--- src/rtl/seq_divider.sv ---
// Multi-cycle restoring divider for MIPS DIV/DIVU: quotient on Lo, remainder on Hi.
// Optional macro SEQ_DIVIDER_DIVZERO_FAST_EN: divide-by-zero finishes without iterating.
module seq_divider #(
  parameter  int WIDTH = 32,
  localparam int CNT_W = $clog2(WIDTH + 1)
) (
  input  logic             clk,
  input  logic             rst_n,
  input  logic             Start,
  input  logic [5:0]       Funct,
  input  logic [WIDTH-1:0] Src1,
  input  logic [WIDTH-1:0] Src2,
  output logic             Busy,
  output logic             Done,
  output logic [WIDTH-1:0] Lo,
  output logic [WIDTH-1:0] Hi,
  output logic             DivZero,
  output logic [1:0]       dbg_state
);

  localparam logic [5:0] FUNCT_DIV  = 6'b011010;
  localparam logic [5:0] FUNCT_DIVU = 6'b011011;

  typedef enum logic [1:0] {
    IDLE = 2'd0,
    CALC = 2'd1,
    FIX  = 2'd2,
    DONE = 2'd3
  } state_t;

  state_t           state;
  logic [CNT_W-1:0] cnt;
  logic [WIDTH-1:0] rem;
  logic [WIDTH-1:0] quo;
  logic [WIDTH-1:0] dvsr;
  logic [WIDTH-1:0] src1_raw;
  logic             q_neg;
  logic             r_neg;
  logic             dz;

  // Handshake: Start is only sampled while Busy=0 (IDLE or DONE); Done is a
  // one-cycle pulse and Lo/Hi/DivZero are valid from that cycle until the next result.
  logic             supported;
  logic             is_signed;
  logic             src1_neg;
  logic             src2_neg;
  logic [WIDTH-1:0] src1_mag;
  logic [WIDTH-1:0] src2_mag;
  logic [WIDTH:0]   sh_rem;
  logic [WIDTH:0]   dvsr_ext;
  logic [WIDTH:0]   diff;
  logic             take;

  always_comb begin
    supported = (Funct == FUNCT_DIV) || (Funct == FUNCT_DIVU);
    is_signed = (Funct == FUNCT_DIV);
    src1_neg  = is_signed & Src1[WIDTH-1];
    src2_neg  = is_signed & Src2[WIDTH-1];
    src1_mag  = src1_neg ? -Src1 : Src1;
    src2_mag  = src2_neg ? -Src2 : Src2;
  end

  // The shifted partial remainder can exceed WIDTH bits for large unsigned divisors.
  always_comb begin
    sh_rem   = {rem, quo[WIDTH-1]};
    dvsr_ext = {1'b0, dvsr};
    diff     = sh_rem - dvsr_ext;
    take     = (sh_rem >= dvsr_ext);
  end

  assign dbg_state = state;

  always_ff @(posedge clk or negedge rst_n) begin
    if (!rst_n) begin
      state    <= IDLE;
      cnt      <= '0;
      rem      <= '0;
      quo      <= '0;
      dvsr     <= '0;
      src1_raw <= '0;
      q_neg    <= 1'b0;
      r_neg    <= 1'b0;
      dz       <= 1'b0;
      Busy     <= 1'b0;
      Done     <= 1'b0;
      Lo       <= '0;
      Hi       <= '0;
      DivZero  <= 1'b0;
    end else begin
      Done <= 1'b0;
      case (state)
        CALC: begin
          if (take) begin
            rem <= diff[WIDTH-1:0];
            quo <= {quo[WIDTH-2:0], 1'b1};
          end else begin
            rem <= sh_rem[WIDTH-1:0];
            quo <= {quo[WIDTH-2:0], 1'b0};
          end
          cnt <= cnt - CNT_W'(1);
          if (cnt == CNT_W'(1)) begin
            state <= FIX;
          end
        end
        FIX: begin
          if (dz) begin
            Lo      <= '1;
            Hi      <= src1_raw;
            DivZero <= 1'b1;
          end else begin
            Lo      <= q_neg ? -quo : quo;
            Hi      <= r_neg ? -rem : rem;
            DivZero <= 1'b0;
          end
          Busy  <= 1'b0;
          Done  <= 1'b1;
          state <= DONE;
        end
        default: begin
          // IDLE and DONE both accept a new request, giving back-to-back issue.
          state <= IDLE;
          if (Start) begin
            if (!supported) begin
              Lo      <= '0;
              Hi      <= '0;
              DivZero <= 1'b0;
              Done    <= 1'b1;
              state   <= DONE;
            end
`ifdef SEQ_DIVIDER_DIVZERO_FAST_EN
            else if (Src2 == '0) begin
              Lo      <= '1;
              Hi      <= Src1;
              DivZero <= 1'b1;
              Done    <= 1'b1;
              state   <= DONE;
            end
`endif
            else begin
              src1_raw <= Src1;
              quo      <= src1_mag;
              rem      <= '0;
              dvsr     <= src2_mag;
              q_neg    <= src1_neg ^ src2_neg;
              r_neg    <= src1_neg;
              dz       <= (Src2 == '0);
              cnt      <= CNT_W'(WIDTH);
              Busy     <= 1'b1;
              state    <= CALC;
            end
          end
        end
      endcase
    end
  end

endmodule

--- config.mk ---
export PLATFORM = sky130hd
export DESIGN_NAME = seq_divider
export DESIGN_NICKNAME = d
export VERILOG_FILES = /design/src/rtl/seq_divider.sv
export SDC_FILE = /design/constraint.sdc
export NUM_CORES = 1
export LEC_CHECK = 0
export ABC_AREA = 1
export BUFFER_PORTS_ARGS = -buffer_cell sky130_fd_sc_hd__clkbuf_2
export CAP_MARGIN = 20
export CORE_ASPECT_RATIO = 2
export CORE_UTILIZATION = 40
export DETAILED_ROUTE_END_ITERATION = 12
export PLACE_DENSITY_LB_ADDON = 0.3
export SYNTH_ARGS = -nofsm -noshare
export SYNTH_HDL_FRONTEND = slang
export SYNTH_SLANG_ARGS = --single-unit
--- constraint.sdc ---
create_clock -name clk -period 1.8 [get_ports clk]
set_input_delay 0.18 -clock clk [delete_from_list [all_inputs] [get_ports clk]]
set_output_delay 0.18 -clock clk [all_outputs]
set_load 0.02 [all_outputs]
==> results.toml <==
[run_status]
status = "complete, but fails checks"
violations = "setup timing"

[worst_setup_path]
cp_cell_sequence = "ha_4 > nand2_2 > nor2_1 > buf_4 > nand3_4 > nor2_1 > nand2_1 > nand2_2 > nor2_4 > buf_12 > nand2_8 > buf_12 > nand3_2 > nand2_1 > nand2_1"
cp.arrival_ns = 2.55
crit_path_frequent_cell = "nand2_1"
crit_type = "flip-flop to flip-flop"
cpMaxStageDelayCell = "dfrtp_1"
critical_path_required_ns = 2.22
startpoint_type = "flip-flop"
cp_max_fo = 7
worst-path-buf-inv = 3
crit_path_end_kind = "flip-flop"
slowest_delay_ns = 0.43
cpLargestDelayFamily = "simple AND/OR/NAND/NOR gates"

[timing]
timing.final.crit_period_ns = 2.13
setup_viol = 50
timing.setup.tns_ns = -11.70
slew_headroom = 0.586
drv_slew = 0
layout_setup_ws_ns = -0.333
clock_skew_ns = 0.0112
finalCritPeriodShare = 1.19
rsz0062_at_grt = "yes"
fmax_mhz = 469
worst_pin_slew_ns = 0.621
hold_violations = 0

[drt]
drtPass1Iterations = 5
drtIter0Drc = 822
via_per_inst = 5.23
wl_per_cell_um = 18.8
vias = 17620
route.detailed.drc = 0
routed_wl_um = 63500
ant_nets = 0

[power_and_ir_drop]
p_sw_frac = 0.483
p_sw_uw = 21300
pwr-share-clk = 0.106
p_per_area_nw_per_um2 = 1970
p_int_uw = 22700
ir_worst_vdd_v = 0.000870
combPwrFrac = 0.702
p_seq_frac = 0.192
power_leakage_uw = 0.0115

[placement]
placed_cells = 3256
place_congestion = 1.06
io_buffer_count = 141
place_hpwl_um = 47700

[clocking]
cts_max_level = 1
clock_path_buffers = 3
numCtsBuffers = 22
clock_sinks = 206
cts_root_buffer = "clkbuf_16"
clk_pin_slew_ns = 0.06
cts_tree = "done"
clock_latency_ns = 0.54

[grt]
antenna_found_initial = 2
grt_max_degree = 59
grt_pass1_wl_um = 93500
grt_pass1_vias = 17873
grt_use_total = 0.316
grt_overflow = 0

[floorplan]
core_um2 = 37200
rows = 100
fp.dieH_um = 277
start_util = 0.407
dieArea_um2 = 38600
design.portCount = 142
fp.dieW_um = 139

[synthesis]
yosys_warnings = 0
avgSynthCellArea_um2 = 6.38
synthSimpleGateAreaFrac = 0.356
synth-xor-area-share = 0.0272
ys_types = 45
synth.largest_area_cell = "dfrtp_1"
synth_top_area_share = 0.341
ys.flop_type = "dfrtp_1"
synth_compound_area_frac = 0.129
yosys-top-cells-area = "dfrtp_1 (34%), nand2_1 (18%), inv_1 (8.5%)"
postSynthNetCount = 2482
synth-edff-count = 0
synth-adder-area-share = 0.0344
netlist_instances = 2368
ys_seq_area_frac = 0.341
muxShareOfSynthArea = 0
synth_area_um2 = 15100
synth-seq-cells = 206
ys_async_sr_fraction = 1.00
synth_top_family_by_area = "simple AND/OR/NAND/NOR gates"

[layout]
stdcell_count = 3371
syn_to_final_growth_pct = 47.9
fillers = 3422
final_cell_mix = "nand2_1 (668), buf_4 (342), inv_1 (320)"
drive_gt1_frac = 0.312
final_common_cell = "nand2_1"
fin_nets = 3010

[run]
drv_cap = 0

[min_path]
hp-class = "input pin to flip-flop"
## power by group through the flow
stage	combinational [uW]	sequential, uW	clock, uW
after floorplan	14100	8960	0
after global placement	26000	8250	0
after detailed placement	26400	8330	0
after CTS	28800	8310	4770
after global routing	33700	8620	4890
final	30900	8430	4680
## timing repair
action | CTS | global route
pin swaps | 64 | 71
endpoints found under the hold margin | 242 | 0
setup endpoints to repair | 94 | 120
hold buffers | 37 | 0
gates resized for setup | 183 | 170
setup buffers | 11 | 19
cloned | 4 | 7
## Yosys cell counts, types with 23 or more instances
cell type    n
nand2_1    741
inv_1      343
nand3_1    245
dfrtp_1    206
nor2_1     191
o21ai_0    177
a21oi_1    128
ha_1        40
clkbuf_1    38
nand4_1     34
xor2_1      32
buf_2       23
## worst reg2reg max path, cell delays in order (launching register included)
cell     delay [ns]
dfrtp_1        0.43
ha_4           0.31
nand2_2        0.06
nor2_1         0.10
buf_4          0.17
nand3_4        0.09
nor2_1         0.09
nand2_1        0.07
nand2_2        0.07
nor2_4         0.05
buf_12         0.13
nand2_8        0.11
buf_12         0.14
nand3_2        0.07
nand2_1        0.07
nand2_1        0.06
## registers in the layout, summed over array words and instances (netlist names)
name and flops:
Hi 32, Lo 32, dvsr 32, quo 32
rem 32, src1_raw 32, cnt 6, dbg_state 2
Busy 1, DivZero 1, Done 1, dz 1
q_neg 1, r_neg 1
## final timing paths
| check | start | to | slack [ns] | depth (start not counted) |
|---|---|---|---|---|
| worst max register to register | rem[24]$_DFFE_PN0P_ | rem[25]$_DFFE_PN0P_ | -0.33 | 15 |
| max in group asynchronous | rst_n | rem[22]$_DFFE_PN0P_ | 1.01 | 3 |
| worst min-delay path | Src2[12] | dvsr[12]$_DFFE_PN0P_ | 0.01 | 3 |
| min in group asynchronous | rst_n | src1_raw[0]$_DFFE_PN0P_ | 0.10 | 2 |
| worst max-delay path | rem[24]$_DFFE_PN0P_ | rem[25]$_DFFE_PN0P_ | -0.33 | 15 |
| worst min register to register | Lo[22]$_DFFE_PN0P_ | Lo[22]$_DFFE_PN0P_ | 0.47 | 2 |
## per-stage QoR
step	instance area [um^2]	setup slack [ns]	util	hold WS (ns)	power [uW]
6_report	22300	-0.333	0.601	0.0136	44000
5_1_grt	22300	-0.446	0.601	0.0354	47200
4_1_cts	21500	-0.316	0.578	0.00598	41900
3_5_place_dp	19600	-0.505	0.527	0.0923	34700
3_3_place_gp	19600	-0.498	0.527	0.0925	34300
2_1_floorplan	15600	-0.0394	-	-0.116	23100
## logic make-up after synthesis
group | after synthesis
compound gates | 363
xor+xnor | 47
fa+ha+maj | 41
buf+inv | 431
flops | 206
simple gates | 1280
## per-layer routing
layer	share of wire	up-vias	global-route usage
met5	0.00019	-	0
met4	0.11	2	0.295
met1	0.31	8124	0.272
met2	0.54	582	0.624
met3	0.036	279	0.0273
li1	-	8633	-
## layout make-up
cell class / count / area [um^2] / area share
Sequential cell: 206 / 5170 / 0.232
Tap cell: 459 / 574 / 0.0257
Timing Repair Buffer: 584 / 4750 / 0.213
Antenna cell: 1 / 2.50 / 0.000112
Inverter: 350 / 1350 / 0.0603
Clock buffer: 25 / 603 / 0.0270
Multi-Input combinational cell: 1732 / 9770 / 0.437
Clock inverter: 14 / 123 / 0.00549
Power figures use the tool's default switching activity.
